===== src/rtl/uart_rx_cfg.sv =====
// UART receiver with runtime baud divisor, 5..9 data bits, optional parity and 1/2 stop bits.
// Line is synchronised and majority-filtered; completed words sit in a one-entry valid/ready buffer.
module uart_rx_cfg #(
  parameter int DATA_W = 8,
  parameter int DIV_W  = 16
) (
  input  logic              clk,
  input  logic              rst,
  input  logic              rx_in,
  input  logic [DIV_W-1:0]  clks_per_bit,
  input  logic [1:0]        parity_mode,
  input  logic              two_stop,
  output logic [DATA_W-1:0] rx_data,
  output logic              rx_valid,
  input  logic              rx_ready,
  output logic              parity_err,
  output logic              frame_err,
  output logic              overrun
);

  typedef enum logic [2:0] {
    S_IDLE   = 3'd0,
    S_START  = 3'd1,
    S_DATA   = 3'd2,
    S_PARITY = 3'd3,
    S_STOP   = 3'd4,
    S_BREAK  = 3'd5
  } state_t;

  localparam logic [DIV_W-1:0] CNT_ONE  = {{(DIV_W-1){1'b0}}, 1'b1};
  localparam logic [3:0]       LAST_IDX = 4'(DATA_W - 1);

  function automatic logic maj3(input logic [2:0] h);
    return (h[0] & h[1]) | (h[0] & h[2]) | (h[1] & h[2]);
  endfunction

  // odd = 1 flips the sense so that an odd total count of ones is the good case
  function automatic logic calc_par_err(input logic [DATA_W-1:0] d, input logic p, input logic odd);
    return (^d) ^ p ^ odd;
  endfunction

  state_t              r_state;
  logic [1:0]          r_sync;
  logic [2:0]          r_hist;
  logic [DIV_W-1:0]    r_cnt;
  logic [DIV_W-1:0]    r_cpb;
  logic [1:0]          r_pmode;
  logic                r_two_stop;
  logic [3:0]          r_bit_idx;
  logic [DATA_W-1:0]   r_shift;
  logic                r_par_calc;
  logic                r_done;
  logic [DATA_W-1:0]   r_rx_data;
  logic                r_rx_valid;
  logic                r_parity_err;
  logic                r_frame_err;
  logic                r_overrun;

  logic                w_rx_s;
  logic                w_vote;
  logic [DIV_W-1:0]    w_half;
  logic [DIV_W-1:0]    w_last;
  logic                w_par_en;

  assign w_rx_s   = r_sync[1];
  assign w_vote   = maj3(r_hist);
  assign w_half   = r_cpb >> 1;
  assign w_last   = r_cpb - CNT_ONE;
  assign w_par_en = (r_pmode == 2'b01) || (r_pmode == 2'b10);

  assign rx_data    = r_rx_data;
  assign rx_valid   = r_rx_valid;
  assign parity_err = r_parity_err;
  assign frame_err  = r_frame_err;
  assign overrun    = r_overrun;

  // Line filter, frame state machine and output buffer.
  always_ff @(posedge clk) begin
    if (rst) begin
      r_state      <= S_IDLE;
      r_sync       <= 2'b11;
      r_hist       <= 3'b111;
      r_cnt        <= '0;
      r_cpb        <= '0;
      r_pmode      <= 2'b00;
      r_two_stop   <= 1'b0;
      r_bit_idx    <= 4'd0;
      r_shift      <= '0;
      r_par_calc   <= 1'b0;
      r_done       <= 1'b0;
      r_rx_data    <= '0;
      r_rx_valid   <= 1'b0;
      r_parity_err <= 1'b0;
      r_frame_err  <= 1'b0;
      r_overrun    <= 1'b0;
    end else begin
      r_sync      <= {r_sync[0], rx_in};
      r_hist      <= {r_hist[1:0], w_rx_s};
      r_frame_err <= 1'b0;
      r_overrun   <= 1'b0;
      r_done      <= 1'b0;

      case (r_state)
        S_IDLE: begin
          r_cnt <= '0;
          if (!w_rx_s) begin
            r_cpb      <= clks_per_bit;
            r_pmode    <= parity_mode;
            r_two_stop <= two_stop;
            r_par_calc <= 1'b0;
            r_state    <= S_START;
          end
        end
        S_START: begin
          if (r_cnt == w_half) begin
            r_cnt     <= '0;
            r_bit_idx <= 4'd0;
            r_state   <= w_vote ? S_IDLE : S_DATA;
          end else begin
            r_cnt <= r_cnt + CNT_ONE;
          end
        end
        S_DATA: begin
          if (r_cnt == w_last) begin
            r_cnt   <= '0;
            r_shift <= {w_vote, r_shift[DATA_W-1:1]};
            if (r_bit_idx == LAST_IDX) begin
              r_bit_idx <= 4'd0;
              r_state   <= w_par_en ? S_PARITY : S_STOP;
            end else begin
              r_bit_idx <= r_bit_idx + 4'd1;
            end
          end else begin
            r_cnt <= r_cnt + CNT_ONE;
          end
        end
        S_PARITY: begin
          if (r_cnt == w_last) begin
            r_cnt      <= '0;
            r_par_calc <= calc_par_err(r_shift, w_vote, r_pmode == 2'b10);
            r_state    <= S_STOP;
          end else begin
            r_cnt <= r_cnt + CNT_ONE;
          end
        end
        S_STOP: begin
          if (r_cnt == w_last) begin
            r_cnt <= '0;
            if (!w_vote) begin
              r_frame_err <= 1'b1;
              r_bit_idx   <= 4'd0;
              r_state     <= S_BREAK;
            end else if (r_two_stop && (r_bit_idx == 4'd0)) begin
              r_bit_idx <= 4'd1;
            end else begin
              r_bit_idx <= 4'd0;
              r_done    <= 1'b1;
              r_state   <= S_IDLE;
            end
          end else begin
            r_cnt <= r_cnt + CNT_ONE;
          end
        end
        S_BREAK: begin
          r_cnt <= '0;
          if (w_vote) begin
            r_state <= S_IDLE;
          end
        end
        default: begin
          r_cnt   <= '0;
          r_state <= S_IDLE;
        end
      endcase

      // A draining buffer can take the new word in the same cycle.
      if (r_done) begin
        if (!r_rx_valid || rx_ready) begin
          r_rx_data    <= r_shift;
          r_parity_err <= r_par_calc;
          r_rx_valid   <= 1'b1;
        end else begin
          r_overrun <= 1'b1;
        end
      end else if (r_rx_valid && rx_ready) begin
        r_rx_valid <= 1'b0;
      end
    end
  end

endmodule

===== config.mk =====
export PLATFORM = sky130hd
export DESIGN_NAME = uart_rx_cfg
export DESIGN_NICKNAME = d
export VERILOG_FILES = /design/src/rtl/uart_rx_cfg.sv
export SDC_FILE = /design/constraint.sdc
export NUM_CORES = 1
export LEC_CHECK = 0
export BUFFER_PORTS_ARGS = -buffer_cell sky130_fd_sc_hd__buf_2
export CAP_MARGIN = 5
export CORE_MARGIN = 2
export CORE_UTILIZATION = 60
export CTS_CLUSTER_SIZE = 8
export DETAILED_ROUTE_END_ITERATION = 10
export GPL_TIMING_DRIVEN = 0
export PLACE_DENSITY = 0.81
export SYNTH_ARGS = -nofsm -noshare
export SYNTH_HDL_FRONTEND = slang
export SYNTH_SLANG_ARGS = --single-unit
export TNS_END_PERCENT = 10

===== constraint.sdc =====
create_clock -name clk -period 4.9 [get_ports clk]
set_clock_uncertainty 0.1 [all_clocks]
set_input_delay 0.245 -clock clk [delete_from_list [all_inputs] [get_ports clk]]
set_output_delay 0.245 -clock clk [all_outputs]
set_load 0.02 [all_outputs]

==> results of run 1 <==
[synth_stat cells (10+ instances only)]
| cell type | n | area share |
|---|---|---|
| dfxtp_1 | 69 | 0.37 |
| nor2_1 | 53 | 0.054 |
| nand2_1 | 51 | 0.052 |
| xor2_1 | 34 | 0.080 |
| a21oi_1 | 30 | 0.041 |
| clkbuf_1 | 25 | 0.025 |
| xnor2_1 | 23 | 0.054 |
| mux2i_1 | 17 | 0.046 |
| nand3_1 | 15 | 0.020 |
| o21ai_0 | 11 | 0.015 |
| inv_1 | 10 | 0.010 |
| nor4_1 | 10 | 0.017 |
[cell usage in the layout (no fill, tap or decap), types with 6 or more instances in the layout]
cell type and instances:
inv_1 10, nor2_1 53, xnor2_1 23, xor2_1 34, nor4_1 9, buf_2 36, o211ai_1 6, dfxtp_1 69
nor3_1 9, or2_2 6, o21ai_0 11, clkbuf_1 26, a21oi_1 30, nand2_1 51, clkbuf_8 9, nand3_1 15
mux2i_1 17
[worst max-delay path by stage]
| stage | startpoint | endpoint | slack, ns | cells past startpoint |
|---|---|---|---|---|
| global route | r_cpb[1] | r_cnt[7] | 0.98 | 14 |
| finish | r_cpb[1] | r_cnt[13] | 1.21 | 14 |
| global placement | r_cpb[0] | r_cnt[13] | 1.32 | 14 |
| floorplan | r_cpb[0] | r_state[2] | 1.72 | 12 |
| CTS | r_cpb[0] | r_cnt[13] | 1.23 | 14 |
| detailed placement | r_cpb[0] | r_cnt[13] | 1.27 | 14 |
[sequential cells by signal, summed over array words and instances (netlist names)]
register	count
r_done	1
r_sync	2
r_cnt	16
overrun	1
r_cpb	16
parity_err	1
r_state	3
frame_err	1
r_bit_idx	4
r_pmode	2
rx_data	8
r_shift	8
rx_valid	1
r_par_calc	1
r_two_stop	1
r_hist	3
[area by class of cell]
cell class	count	area, um2
Buffer	35	166.4
Clock buffer	10	127.6
Multi-Input combinational cell	334	2125
Sequential cell	69	1381
Timing Repair Buffer	35	185.2
Inverter	10	37.54
Tap cell	75	93.84
Clock inverter	5	37.54
Fill cell	485	1802
[worst max-delay path: stages (launching register included)]
cell,delay (ns)
dfxtp_1,0.39
inv_1,0.09
ha_1,0.30
or3b_2,0.47
clkbuf_1,0.23
nor4_2,0.27
o211ai_1,0.20
a2111oi_4,0.40
and4bb_1,0.26
buf_6,0.14
o21ai_2,0.07
or2b_1,0.14
clkbuf_2,0.19
buf_2,0.25
nor2_1,0.07
[power by group through the flow]
stage                     combinational (mW)  clock (mW)  sequential (mW)
after global routing                   0.269       0.435            0.594
after detailed placement               0.241           0            0.605
after floorplan                        0.187           0            0.600
final                                  0.246       0.406            0.592
after global placement                 0.233           0            0.604
after CTS                              0.244       0.412            0.592
[per-layer routing]
metal,up-vias,track usage,wire length (um)
li1,1626,-,-
met1,1543,0.3147,3502
met2,80,0.4532,4298
met3,15,0.06087,357
met4,0,0.09344,158
met5,-,0,0
[cells by family after synthesis]
family	after synthesis
flops	69
buf+inv	45
compound gates	69
xor+xnor	57
simple gates	184
mux	18
fa+ha+maj	6
[metrics by stage]
step | instances | cell area (um2) | utilization | hold WS [ns]
after CTS | 573 | 4154 | 0.6975 | 0.02455
after global routing | 573 | 4154 | 0.6975 | 0.03134
after floorplan | 448 | 3704 | - | 0.2243
after global placement | 556 | 3963 | 0.6653 | 0.2916
final | 573 | 4154 | 0.6975 | 0.03281
after detailed placement | 556 | 3969 | 0.6664 | 0.2959
==> results.yml, run 1 <==
clocking:
  clockBufferDepth: 2
  cts_tree: "done"
  clk_pin_slew_ns: 0.08
  cts_setup_buffers: 0
  holdBufCountCts: 2
  cts_sinks: 69
  worstSkewPairLatency_ns: 0.35
  cts_root_buf: "clkbuf_8"
  h-tree-depth: 3
  cts_resized: 0
  cts_buffers: 9
detailed_routing:
  initialDrtViolationCount: 235
  drc: 0
  first_pass_iters: 4
  wl_per_cell_um: 14.51
  vias: 3264
  drt-total-wl_um: 8317
  final_antenna_net_count: 0
  via_per_inst: 5.696
worst_setup_path:
  crit_arrival_ns: 3.82
  r2r-end: "r_cnt[13]"
  r2r_start: "r_cpb[1]"
  ff2ff_path_depth: 14
  required_ns: 5.03
  endpoint_kind: "flip-flop"
  rrSetupSlack_ns: 1.21
  worst-setup-path-type: "reg -> reg"
  crit_path_max_fanout: 10
  crit_path_start_kind: "flip-flop"
power_and_ir_drop:
  seqPwrFrac: 0.476
  power.switching_uw: 383.9
  vdd_drop_max_uv: 206.2
  power_frac_comb: 0.198
  intPower_uw: 860.3
  p_leak_nw: 1.747
  power_mw: 1.244
  pwr_density_cell_nw_per_um2: 299.5
  switching_share: 0.3086
  pwr-share-clk: 0.326
logic_synthesis:
  syn_nets: 476
  synth_compound_area_frac: 0.1216
  synth_cell_types: 59
  synth_fa_ha_area_frac: 0.01959
  ys_ff_latch: 69
  yosys-mux-area-fraction: 0.04899
  synthFlopType: "dfxtp_1"
  ys_warn_count: 0
  synth_simple_gate_area_frac: 0.2470
  synth_top_family_by_area: "simple AND/OR/NAND/NOR gates"
  postSynthAreaPerCell_um2: 8.267
  syn-instance-count: 448
  synth-edff-count: 0
  ys_async_sr_fraction: 0
  synth_area_um2: 3704
  synth_xor_xnor_area_share: 0.1348
  ys_seq_area_frac: 0.3730
layout:
  diodes: 0
  nets: 522
  drive_gt1_frac: 0.1446
  area_delta_synth_final_pct: 12.16
timing:
  hold_viol: 0
  slew_headroom: 0.2754
  setup_viol: 0
  rsz0062_at_grt: "false"
  final_critical_path_setup_slack_ns: 1.211
  finalCritPeriodShare: 0.7528
  fmax_mhz: 271.1
  final_max_slew_viol_count: 0
  tns_ns: 0
  tightest_slew_ns: 1.078
  layout_min_cycle_time_ns: 3.689
floorplan:
  core-area_um2: 5956
  ioPinCount: 35
  row_count: 28
  die_w_um: 82.57
  fp.dieArea_um2: 6817
  dieHeight_um: 82.57
  start_util: 0.6218
global_routing:
  grt_usage: 0.2611
  grt_pass1_vias: 3042
  grt_overflow: 0
  grt_pass1_wl_um: 13660
  antenna_found_initial: 0
  grt_start_max_net_pins: 13
hold_path:
  hold_path.class: "in -> reg"
  hold-path-endpoint: "r_two_stop"
  hp-start: "two_stop"
  holdPathStages: 3
placement:
  io_buffers: 33
  dp_hpwl_um: 6023
  gp_congestion: 0.8555
  pre_cts_slack_ns: 1.272
flow_run:
  maxCapViolations: 0
outcome:
  status: "finished, final reports clean"
No activity file was read; power rests on OpenSTA's default activity.
==> run 2: changes to the inputs <==
--- a/config.mk
+++ b/config.mk
@@ -8,11 +8,11 @@
 export BUFFER_PORTS_ARGS = -buffer_cell sky130_fd_sc_hd__buf_2
 export CAP_MARGIN = 5
 export CORE_MARGIN = 2
-export CORE_UTILIZATION = 60
+export CORE_UTILIZATION = 59
 export CTS_CLUSTER_SIZE = 8
 export DETAILED_ROUTE_END_ITERATION = 10
 export GPL_TIMING_DRIVEN = 0
-export PLACE_DENSITY = 0.81
+export PLACE_DENSITY = 0.79
 export SYNTH_ARGS = -nofsm -noshare
 export SYNTH_HDL_FRONTEND = slang
 export SYNTH_SLANG_ARGS = --single-unit
==> constraint.sdc (replaced) <==
create_clock -name clk -period 3.5 [get_ports clk]
set_clock_uncertainty 0.1 [all_clocks]
set_input_delay 0.175 -clock clk [delete_from_list [all_inputs] [get_ports clk]]
set_output_delay 0.175 -clock clk [all_outputs]
set_load 0.02 [all_outputs]
==> results.yml, run 2 (same netlist as run 1, synthesis figures left out) <==
global_routing:
  grt_pass1_wl_um: 14840
  grt_pass1_vias: 3230
  grt_usage: 0.2623
  antenna_found_initial: 0
  grt_overflow: 0
  grt_start_max_net_pins: 15
placement:
  dp_hpwl_um: 5884
  dp.cells: 557
  io_buffers: 33
  gp_congestion: 0.8819
  placed_area_um2: 3976
clocking:
  clk_pin_slew_ns: 0.08
  worstSkewPairLatency_ns: 0.36
  cts_sinks: 69
  cts_tree: "done"
  clockBufferDepth: 2
  cts_buffers: 9
  cts_root_buf: "clkbuf_8"
  cts_setup_buffers: 0
  h-tree-depth: 3
timing:
  fmax_mhz: 302.6
  slew_headroom: 0.3558
  finalCritPeriodShare: 0.9443
  tightest_slew_ns: 0.9575
  rsz0062_at_grt: "false"
  final_max_slew_viol_count: 0
  hold_viol: 0
  setup_viol: 0
  tns_ns: 0
  holdWs_ns: 0.2688
  layout_min_cycle_time_ns: 3.305
floorplan:
  start_util: 0.6182
  fp.dieArea_um2: 6927
  dieHeight_um: 83.23
  ioPinCount: 35
  die_w_um: 83.23
  core-area_um2: 5991
  row_count: 28
detailed_routing:
  drt-met1-wl_um: 3774
  final_antenna_net_count: 0
  via_per_inst: 5.725
  vias: 3389
  highest_layer: "met4"
  first_pass_iters: 5
  drc: 0
  drt-total-wl_um: 8775
  wl_per_cell_um: 14.82
  wl_met3_um: 380
  initialDrtViolationCount: 330
  dr_wl_met2_um: 4337
worst_setup_path:
  required_ns: 3.66
  crit_path_max_fanout: 10
  crit_arrival_ns: 3.47
  worst-setup-path-type: "reg -> reg"
  rrSetupSlack_ns: 0.20
  r2r_start: "r_cpb[3]"
  crit_path_start_kind: "flip-flop"
  r2r-end: "r_state[0]"
  endpoint_kind: "flip-flop"
  critPathLaunch: "r_cpb[3]"
  endpoint: "r_state[0]"
  ff2ff_path_depth: 10
hold_path:
  hold_path.class: "in -> reg"
layout:
  layout_common_cells: "dfxtp_1 (69), nor2_1 (53), nand2_1 (51), buf_2 (35), xor2_1 (34)"
  diodes: 0
  area_delta_synth_final_pct: 20.24
  layout_commonest_cell: "dfxtp_1"
  fin_area_um2: 4453
  drive_gt1_frac: 0.1470
  largestRegisters: "r_cnt x16, r_cpb x16"
  fillers: 446
  finalNonFillerCells: 592
  utilization: 0.7433
  nets: 540
flow_run:
  maxCapViolations: 0
power_and_ir_drop:
  vdd_drop_max_uv: 321.2
  pwr_density_cell_nw_per_um2: 457.9
  p_leak_nw: 1.885
outcome:
  status: "finished, final reports clean"
[run 2: changes by cell type in the layout (fill, tap and decap cells not counted), sizes merged]
cell         delta
clkinvlp        -2
bufinv          +3
clkinv          -1
buf             +1
clkbuf          -3
dlygate4sd3    +19
inv             +2
[run 2: final cells by class]
cell class | count | area (um2) | area share
Inverter | 10 | 37.54 | 0.008429
Timing Repair Buffer | 55 | 382.9 | 0.08598
Sequential cell | 69 | 1381 | 0.3102
Multi-Input combinational cell | 334 | 2138 | 0.4802
Clock inverter | 7 | 130.1 | 0.02922
Buffer | 33 | 165.2 | 0.03709
Clock buffer | 9 | 123.9 | 0.02782
Tap cell | 75 | 93.84 | 0.02107
[run 2: report_power, final]
| part | switching, mW | total (mW) | internal, mW |
|---|---|---|---|
| Combinational | 0.209 | 0.370 | 0.161 |
| Sequential | 0.0211 | 0.828 | 0.807 |
| Clock | 0.354 | 0.841 | 0.487 |
[run 2: per-layer routing]
layer | up-vias | track usage
li1 | 1663 | -
met1 | 1589 | 0.3182
met2 | 108 | 0.4465
met3 | 29 | 0.05567
met4 | 0 | 0.1148
met5 | - | 0
[run 2: per-stage QoR]
step	power, mW	worst slack [ns]
after detailed placement	1.182	-0.1385
after global routing	2.111	0.002223
after global placement	1.174	-0.07660
final	2.039	0.1951
after floorplan	1.103	0.3243
after CTS	2.031	0.06514
[run 2: repair_timing]
item	in CTS	in global routing
hold buffers	21	0
setup endpoints to repair	15	17
endpoints found under the hold margin	21	0
resized for setup	2	3
pin swaps	0	0
[run 2: worst max-delay path, cell delays in order, from the launching register on]
cell and delay, ns:
dfxtp_1 0.30, buf_2 0.16, nor4_1 0.82, nand4_1 0.28, xnor2_1 0.25, o211ai_1 0.15
and4bb_1 0.30, buf_6 0.14, o21ai_2 0.07, or4b_4 0.50, o32ai_1 0.13
[run 2: worst min-delay path by stage]
stage | from | cells past startpoint | to | slack [ns]
after CTS | rst | 4 | r_bit_idx[3] | 0.27
after floorplan | rx_ready | 1 | overrun | 0.15
final | rst | 4 | r_bit_idx[3] | 0.27
after global routing | rst | 4 | r_bit_idx[3] | 0.35
after detailed placement | rx_in | 2 | r_sync[0] | 0.26
after global placement | rx_in | 2 | r_sync[0] | 0.26
==> run 3: changes to the inputs <==
--- a/config.mk
+++ b/config.mk
@@ -5,13 +5,14 @@
 export SDC_FILE = /design/constraint.sdc
 export NUM_CORES = 1
 export LEC_CHECK = 0
-export BUFFER_PORTS_ARGS = -buffer_cell sky130_fd_sc_hd__buf_2
+export BUFFER_PORTS_ARGS = -buffer_cell sky130_fd_sc_hd__clkbuf_2
 export CAP_MARGIN = 5
 export CORE_MARGIN = 2
 export CORE_UTILIZATION = 59
 export CTS_CLUSTER_SIZE = 8
 export DETAILED_ROUTE_END_ITERATION = 10
 export GPL_TIMING_DRIVEN = 0
+export MAX_ROUTING_LAYER = met4
 export PLACE_DENSITY = 0.79
 export SYNTH_ARGS = -nofsm -noshare
 export SYNTH_HDL_FRONTEND = slang
==> results.yml, run 3 (same netlist as run 1, synthesis figures left out) <==
detailed_routing:
  dr_wl_met2_um: 4572
  wl_met3_um: 440
  drt-met1-wl_um: 3561
  vias: 3367
  final_antenna_net_count: 0
  via_per_inst: 5.678
  initialDrtViolationCount: 201
  first_pass_iters: 5
  wl_per_cell_um: 14.85
  drt-total-wl_um: 8805
  highest_layer: "met4"
  drc: 0
clocking:
  h-tree-depth: 3
  cts_root_buf: "clkbuf_8"
  cts_sinks: 69
  cts_buffers: 9
  clockBufferDepth: 2
  cts_tree: "done"
  cts_setup_buffers: 0
  clk_pin_slew_ns: 0.08
  worstSkewPairLatency_ns: 0.36
worst_setup_path:
  crit_arrival_ns: 3.50
  rrSetupSlack_ns: 0.17
  ff2ff_path_depth: 11
  endpoint_kind: "flip-flop"
  critPathLaunch: "r_cpb[3]"
  r2r-end: "r_state[0]"
  critical_path.top_delay_family: "simple AND/OR/NAND/NOR gates"
  slowest_stage: "or4_1"
  endpoint: "r_state[0]"
  path_buf_inv: 3
  r2r_start: "r_cpb[3]"
  worst-setup-path-type: "reg -> reg"
  crit_path_start_kind: "flip-flop"
  required_ns: 3.67
  worst_path_most_repeated_cell: "or4_1"
  critical_path_depth: 11
  worstPathCellList: "buf_2 > or4_1 > clkbuf_1 > or4_1 > a32oi_1 > mux2_2 > and4bb_1 > buf_6 > o21ai_2 > or4b_4 > o32ai_1"
  crit_path_max_fanout: 10
  slowest_delay_ns: 0.51
layout:
  diodes: 0
  utilization: 0.7329
  layout_common_cells: "dfxtp_1 (69), nor2_1 (53), nand2_1 (51), xor2_1 (34), clkbuf_2 (33)"
  largestRegisters: "r_cnt x16, r_cpb x16"
  layout_commonest_cell: "dfxtp_1"
  drive_gt1_frac: 0.1486
  fillers: 480
  nets: 541
  area_delta_synth_final_pct: 18.55
power_and_ir_drop:
  vdd_drop_max_uv: 302.5
  pwr_density_cell_nw_per_um2: 411.1
  p_leak_nw: 1.840
timing:
  finalCritPeriodShare: 0.9506
  setup_viol: 0
  tightest_slew_ns: 0.6229
  final_max_slew_viol_count: 0
  layout_min_cycle_time_ns: 3.327
  tns_ns: 0
  hold_viol: 0
  fmax_mhz: 300.6
  final_critical_path_setup_slack_ns: 0.1731
  slew_headroom: 0.5809
floorplan:
  dieHeight_um: 83.23
  die_w_um: 83.23
  core-area_um2: 5991
  fp.dieArea_um2: 6927
  ioPinCount: 35
  start_util: 0.6182
  row_count: 28
placement:
  pre_cts_slack_ns: -0.1263
  io_buffers: 33
  gp_congestion: 0.8917
  dp_hpwl_um: 6014
outcome:
  status: "finished, final reports clean"
global_routing:
  grt_pass1_wl_um: 15140
  grt_pass1_vias: 3402
  grt_usage: 0.2731
  antenna_found_initial: 0
  grt_overflow: 0
  grt_start_max_net_pins: 15
flow_run:
  maxCapViolations: 0
hold_path:
  hold_path.class: "in -> reg"
-- run 3: changes by cell type in the layout (fill, tap and decap cells not counted), moves of 2 or more --
cell / before / now
buf_2: 35 / 3
clkbuf_2: 1 / 33
bufinv_16: 3 / 0
clkinvlp_4: 0 / 2
-- run 3: repair_timing --
| item | 4_1_cts | 5_1_grt |
|---|---|---|
| gates resized for setup | 3 | 4 |
| pin swaps | 1 | 1 |
| hold buffers | 21 | 0 |
| cloned | 0 | 0 |
| setup endpoints to repair | 13 | 20 |
| endpoints found under the hold margin | 21 | 0 |
-- run 3: through the flow --
step,hold WS [ns],instance area [um2],total power [mW],std cells
CTS,0.2579,4378,1.804,593
detailed placement,0.2619,3976,1.183,557
finish,0.2869,4390,1.805,593
floorplan,0.1543,3704,1.103,448
global route,0.3401,4390,1.889,593
global placement,0.2646,3963,1.174,556
-- run 3: layout make-up --
type | instances | area [um2] | share of cell area
Buffer | 34 | 168.9 | 0.03847
Clock buffer | 9 | 123.9 | 0.02821
Timing Repair Buffer | 55 | 382.9 | 0.08720
Sequential cell | 69 | 1381 | 0.3146
Clock inverter | 7 | 57.56 | 0.01311
Inverter | 10 | 37.54 | 0.008549
Tap cell | 75 | 93.84 | 0.02137
Multi-Input combinational cell | 334 | 2145 | 0.4885
-- run 3: worst min path at each step --
| stage | startpoint | endpoint | slack [ns] | depth (start not counted) |
|---|---|---|---|---|
| final | rst | r_bit_idx[2] | 0.29 | 4 |
| after CTS | rst | r_bit_idx[3] | 0.26 | 4 |
| after detailed placement | rx_in | r_sync[0] | 0.26 | 2 |
| after floorplan | rx_ready | overrun | 0.15 | 1 |
| after global routing | r_sync[0] | r_sync[1] | 0.34 | 1 |
| after global placement | rx_in | r_sync[0] | 0.26 | 2 |
-- run 3: where the power goes --
| group | leakage [nW] | internal, mW | total (mW) | switching [mW] |
|---|---|---|---|---|
| logic | 1.19 | 0.163 | 0.373 | 0.210 |
| registers | 0.558 | 0.807 | 0.829 | 0.0216 |
| clock network | 0.0881 | 0.266 | 0.604 | 0.337 |
| total | 1.84 | 1.24 | 1.80 | 0.569 |
-- run 3: worst min-delay path, stage by stage --
cell,delay (ns)
clkbuf_1,0.29
nor2b_1,0.08
o21ai_0,0.06
o22ai_1,0.08
-- run 3: routing by layer --
layer	vias to the layer above	track usage
met3	26	0.06461
met2	104	0.4736
met5	-	-
li1	1663	-
met1	1574	0.2952
met4	0	0.1252
